<file path="config.mk">
export PLATFORM = sky130hd
export DESIGN_NAME = spi_bus_arbiter
export DESIGN_NICKNAME = d
export VERILOG_FILES = /design/src/rtl/spi_arb_pkg.sv /design/src/rtl/rr_arbiter_2.sv /design/src/rtl/spi_bus_arbiter.sv
export SDC_FILE = /design/constraint.sdc
export NUM_CORES = 1
export LEC_CHECK = 0
export BUFFER_PORTS_ARGS = -buffer_cell sky130_fd_sc_hd__buf_2
export CAP_MARGIN = 40
export CORE_MARGIN = 2
export CORE_UTILIZATION = 40
export CTS_CLUSTER_DIAMETER = 30
export DETAILED_ROUTE_END_ITERATION = 6
export PLACE_DENSITY = 0.83
export SLEW_MARGIN = 25
export SYNTH_ARGS = -nofsm -noshare
export SYNTH_HDL_FRONTEND = slang
export SYNTH_HIERARCHICAL = 1
export SYNTH_SLANG_ARGS = --single-unit
export TNS_END_PERCENT = 20
</file>
<file path="constraint.sdc">
create_clock -name clk -period 1.5 [get_ports clk]
set_input_delay 0.075 -clock clk [delete_from_list [all_inputs] [get_ports clk]]
set_output_delay 0.075 -clock clk [all_outputs]
set_load 0.005 [all_outputs]
</file>
<file path="src/rtl/spi_arb_pkg.sv">
// Shared types and helpers for the two-requester SPI bus arbiter.
// Consumers: spi_bus_arbiter and rr_arbiter_2 (ARB_FIXED_PRIO_EN selects fixed priority there).
package spi_arb_pkg;

    localparam int NREQ = 2;

    typedef enum logic [1:0] {
        IDLE  = 2'd0,
        START = 2'd1,
        XFER  = 2'd2,
        DONE  = 2'd3
    } arb_state_e;

    function automatic logic [NREQ-1:0] idx_onehot(input logic idx);
        idx_onehot      = '0;
        idx_onehot[idx] = 1'b1;
    endfunction

endpackage

// Select field idx (width w) out of a flat per-requester vector.
`ifndef ARB_SLICE
`define ARB_SLICE(vec, idx, w) vec[int'(idx)*(w) +: (w)]
`endif

</file>
<file path="src/rtl/rr_arbiter_2.sv">
// Combinational two-way winner select.
// Default: round-robin on last_served. ARB_FIXED_PRIO_EN: requester 0 always wins a tie.
module rr_arbiter_2
    import spi_arb_pkg::*;
(
    input  logic [NREQ-1:0] req,
    input  logic            last_served,
    output logic            win,
    output logic            any
);

    always_comb begin
        any = |req;
        win = 1'b0;
`ifdef ARB_FIXED_PRIO_EN
        win = ~req[0];
`else
        // On a tie the requester that was not served last goes first.
        if (req == 2'b11) begin
            win = ~last_served;
        end else begin
            win = req[1];
        end
`endif
    end

endmodule

</file>
<file path="src/rtl/spi_bus_arbiter.sv">
// Shares one spi_master between the UART command path (req 0) and the BMP280 sampler (req 1),
// holding the grant for a whole burst. Optional macro ARB_FIXED_PRIO_EN (see rr_arbiter_2).
// Handshake: a requester holds req (level) until it sees its done pulse; it must drop req in the
// done cycle or it is arbitrated again. word_ready/rsp_valid/done only ever reach the owner.
module spi_bus_arbiter
    import spi_arb_pkg::*;
#(
    parameter int DATA_BITS = 8,
    parameter int WORDS_W   = 6
) (
    input  logic                      clk,
    input  logic                      rst,
    input  logic [NREQ-1:0]           req,
    input  logic [NREQ-1:0]           req_tied_ss,
    input  logic [NREQ*WORDS_W-1:0]   req_words,
    input  logic [NREQ*DATA_BITS-1:0] req_data,
    output logic [NREQ-1:0]           grant,
    output logic [NREQ-1:0]           word_ready,
    output logic [NREQ-1:0]           rsp_valid,
    output logic [DATA_BITS-1:0]      rsp_data,
    output logic [NREQ-1:0]           done,
    output logic                      spi_en,
    output logic                      spi_tied_ss,
    output logic [DATA_BITS-1:0]      spi_data_out,
    output logic [WORDS_W-1:0]        spi_words,
    input  logic                      spi_ready_in,
    input  logic                      spi_valid_in,
    input  logic [DATA_BITS-1:0]      spi_data_in,
    output arb_state_e                state_dbg
);

    arb_state_e             state, state_nxt;
    logic                   owner;
    logic                   last_served;
    logic                   tied_q;
    logic [WORDS_W-1:0]     words_q;
    logic [WORDS_W-1:0]     cnt;
    logic [WORDS_W-1:0]     cnt_inc;
    logic [NREQ-1:0]        grant_q;
    logic [NREQ-1:0]        rsp_valid_q;
    logic [DATA_BITS-1:0]   rsp_data_q;
    logic                   win_idx;
    logic                   req_any;
    logic                   take;
    logic                   active;

    rr_arbiter_2 u_arb (
        .req         (req),
        .last_served (last_served),
        .win         (win_idx),
        .any         (req_any)
    );

    assign take    = spi_ready_in && req_any;
    assign cnt_inc = cnt + 1'b1;

    always_comb begin
        state_nxt = state;
        case (state)
            IDLE: begin
                if (take) begin
                    state_nxt = (`ARB_SLICE(req_words, win_idx, WORDS_W) == '0) ? DONE : START;
                end
            end
            START: state_nxt = XFER;
            XFER: begin
                if (spi_valid_in && (cnt_inc == words_q)) begin
                    state_nxt = DONE;
                end
            end
            DONE:    state_nxt = IDLE;
            default: state_nxt = IDLE;
        endcase
    end

    always_comb begin
        active       = (state == START) || (state == XFER);
        spi_en       = (state == START);
        spi_tied_ss  = active && tied_q;
        spi_words    = '0;
        spi_data_out = '0;
        word_ready   = '0;
        done         = '0;
        if (active) begin
            spi_words    = words_q;
            spi_data_out = `ARB_SLICE(req_data, owner, DATA_BITS);
        end
        if (state == XFER && spi_ready_in) begin
            word_ready = idx_onehot(owner);
        end
        if (state == DONE) begin
            done = idx_onehot(owner);
        end
    end

    always_ff @(posedge clk or posedge rst) begin
        if (rst) begin
            state       <= IDLE;
            owner       <= 1'b0;
            last_served <= 1'b1;
            tied_q      <= 1'b0;
            words_q     <= '0;
            cnt         <= '0;
            grant_q     <= '0;
            rsp_valid_q <= '0;
            rsp_data_q  <= '0;
        end else begin
            state       <= state_nxt;
            rsp_valid_q <= '0;
            case (state)
                IDLE: begin
                    if (take) begin
                        owner   <= win_idx;
                        words_q <= `ARB_SLICE(req_words, win_idx, WORDS_W);
                        tied_q  <= req_tied_ss[win_idx];
                        grant_q <= idx_onehot(win_idx);
                    end
                end
                START: cnt <= '0;
                XFER: begin
                    if (spi_valid_in) begin
                        rsp_data_q  <= spi_data_in;
                        rsp_valid_q <= idx_onehot(owner);
                        cnt         <= cnt_inc;
                    end
                end
                DONE: begin
                    grant_q     <= '0;
                    last_served <= owner;
                end
                default: ;
            endcase
        end
    end

    assign grant     = grant_q;
    assign rsp_valid = rsp_valid_q;
    assign rsp_data  = rsp_data_q;
    assign state_dbg = state;

endmodule

</file>
==> flow_summary.yaml <==
floorplanning:
  die_w_um: 68.7
  die_area_um2: 4720
  coreArea_um2: 4000
  die_h_um: 68.7
  placementRows: 23
  ios: 78
  initial_utilization: 0.419
worst_hold_path:
  hp-start: "spi_data_in[0]"
  whs_path_depth: 2
  holdCritPathClass: "primary input to register"
  hold_path_end: "rsp_data[0]"
yosys:
  netlist_area_um2: 1670
  synth_cell_types: 33
  ys_ff_latch: 29
  synth_edf_count: 0
  synthArstFlopShare: 1.00
  syn_nets: 217
  synth.avg_cell_area_um2: 10.0
  ys_seq_area_frac: 0.434
  synth_top_area_share: 0.419
  yosysTopAreaCell: "dfrtp_1"
  synthCells: 167
  synth.area.top_cells: "dfrtp_1, mux2i_1, mux2_2"
  synth_flop_cell: "dfrtp_1"
  ys_warn_count: 6
sta:
  post-route-min-period_ns: 1.67
  finClkSkew_ns: 0.00533
  layout_setup_ws_ns: -0.170
  worst_pin_slew_ns: 0.620
  hold_viol_final: 0
  finalSetupViolations: 10
  max_freq_mhz: 599
  rsz0062_at_grt: "true"
  slew_headroom: 0.587
  drv_slew: 0
  whs_ns: 0.0238
  post-route-period-util: 1.11
route:
  drc_errors: 0
  vias: 1540
  drt_iter0_drc: 38
  drt_pass1_iterations: 4
  ant_nets: 0
  vias_per_cell: 4.98
  wl_mm: 3.93
  wl_per_cell_um: 12.7
placement:
  post-place-ws_ns: -0.153
  place.gp.congestion: 0.832
  portBuffers: 77
  hpwlAfterDp_mm: 3.09
pwr:
  pwr-share-comb: 0.513
  switching_share: 0.364
  switchingPower_mw: 1.55
  vdd_drop_max_mv: 1.22
  total_power_mw: 4.26
  p_int_mw: 2.71
  share_seq_of_total_power: 0.318
  power_density_nw_per_um2: 1810
  p_leak_nw: 1.22
  clockPowerShare: 0.168
cells_and_area:
  multi_input_area_um2: 940
  post-route-util: 0.590
  final_nets: 308
  antenna_cells: 0
  fill_cells: 355
  regArea_um2: 727
  layout-drive-gt1-share: 0.467
  area_delta_synth_final_pct: 41.0
worst_setup_path:
  r2r_slack_ns: -0.17
  r2r_end: "state_dbg[1]"
  worstSetupPathType: "register to register"
  slowest_stage: "dfrtp_1"
  path_cells: "ha_4 > xor2_1 > nor4b_2 > and4b_1 > a21oi_2 > mux2i_1"
  rr_worst_depth: 6
  cp-end-kind: "register"
  worstSetupStartpointType: "register"
  crit_arrival_ns: 1.83
  reg2reg_from: "cnt[1]"
  crit_fanout: 2
  critical_path_required_ns: 1.66
  max_stage_delay_ns: 0.41
clocking:
  clkTransAtPathRegs_ns: 0.07
  clk_latency_ns: 0.28
  htreeDepth: 2
  root_buffer: "clkbuf_8"
  cts_made_buffers: 5
  cts_tree: "yes"
  clkSinkCount: 29
  cts_buffer_depth: 2
grt:
  grt_antenna_before_repair: 0
  gr-total-overflow: 0
  grt_usage: 0.185
  grt_max_degree: 20
  grt_pass1_vias: 1480
  grt_pass1_wl_mm: 6.37
run_status:
  violations: "negative setup slack"
  status: "finished, violations left"
job:
  maxCapViolations: 0
## final cells by class
class / instances / area share
Sequential cell: 29 / 0.308
Tap cell: 50 / 0.0265
Timing Repair Buffer: 91 / 0.216
Multi-Input combinational cell: 126 / 0.398
Clock buffer: 7 / 0.0408
Clock inverter: 1 / 0.00212
Inverter: 5 / 0.00848
## sequential cells by signal, indices dropped and copies added, names as in the netlist
signal / flops
rsp_data: 8
cnt: 6
words_q: 6
grant: 2
rsp_valid: 2
state_dbg: 2
last_served: 1
owner: 1
tied_q: 1
## routing by layer
layer	vias to the layer above	share of wire	track usage
li1	757	-	-
met1	701	0.42	0.205
met2	73	0.47	0.319
met3	9	0.081	0.0406
met4	0	0.029	0.118
met5	-	0	0
## cells by family (layout without fill, tap and decap cells)
family	after synthesis	in the layout	synth area share
buffers and inverters	12	104	0.0306
muxes	27	27	0.169
adders and majority gates	6	6	0.0448
DFF	29	29	0.434
xor gates and xnor gates	12	12	0.0673
and+or+nand+nor	54	54	0.161
AOI/OAI and AO/OA	27	27	0.0934
## worst max-delay path, delay by kind of cell, from the launching register on
family | cells | cell delay (ns)
AOI/OAI and AO/OA | 1 | 0.07
xor gates and xnor gates | 1 | 0.17
adders and majority gates | 1 | 0.25
DFF | 1 | 0.41
muxes | 1 | 0.12
and+or+nand+nor | 2 | 0.52
## per-stage QoR
| step | instance area, um^2 | instances | TNS (ns) |
|---|---|---|---|
| finish | 2360 | 309 | -0.461 |
| global route | 2360 | 309 | -1.61 |
| CTS | 2350 | 309 | -0.662 |
| detailed placement | 2240 | 300 | -0.256 |
| global placement | 2240 | 300 | -0.0358 |
| floorplan | 1720 | 167 | -0.184 |
## how the worst max path moves through the flow
stage               cells after the start      endpoint          from  slack, ns
global placement                        6  state_dbg[1]        cnt[1]      -0.04
finish                                  6  state_dbg[1]        cnt[1]      -0.17
CTS                                     6  state_dbg[1]        cnt[1]      -0.17
global route                            6  state_dbg[1]        cnt[1]      -0.24
floorplan                               7  state_dbg[1]  state_dbg[0]      -0.05
detailed placement                      6  state_dbg[1]        cnt[1]      -0.15
## synthesized netlist by cell type (2+ instances only)
library cell and n:
inv_1 4, o21ai_0 17, ha_1 6, nand2_1 14
a21oi_1 3, buf_2 5, and2_1 8, and3_1 3
nand3_1 6, xor2_1 3, clkbuf_1 2, nor2_1 15
nor4_1 2, xnor2_1 8, mux2_2 10, dfrtp_1 28
mux2i_1 17
## power groups by stage
stage | registers (mW) | clock network [mW] | logic, mW
3_3_place_gp | 1.36 | 0 | 2.11
2_1_floorplan | 1.31 | 0 | 1.31
5_1_grt | 1.41 | 0.774 | 2.46
3_5_place_dp | 1.38 | 0 | 2.17
6_report | 1.36 | 0.717 | 2.19
4_1_cts | 1.36 | 0.734 | 2.21
## timing repair
action,in CTS,in global routing
endpoints found under the setup margin,12,24
pin swaps,2,0
hold buffers,1,0
gates resized for setup,2,2
setup buffers,0,0
gates cloned,0,0
endpoints found under the hold margin,9,0
## cell usage in the layout (no fill, tap or decap), types with 2 or more instances in the layout
master    instances
and2_1            8
nor4_1            2
and3_1            3
nand3_1           6
o21ai_0          17
nand2_1          13
buf_4            11
xor2_1            3
inv_2             2
clkinv_2          2
buf_2            77
mux2i_1          17
nor2_1           15
dfrtp_1          28
mux2_2           10
ha_2              2
clkbuf_8          7
inv_1             2
ha_4              2
a21oi_1           2
xnor2_1           8
ha_1              2
Note: power is estimated with default switching activity, not from simulation.
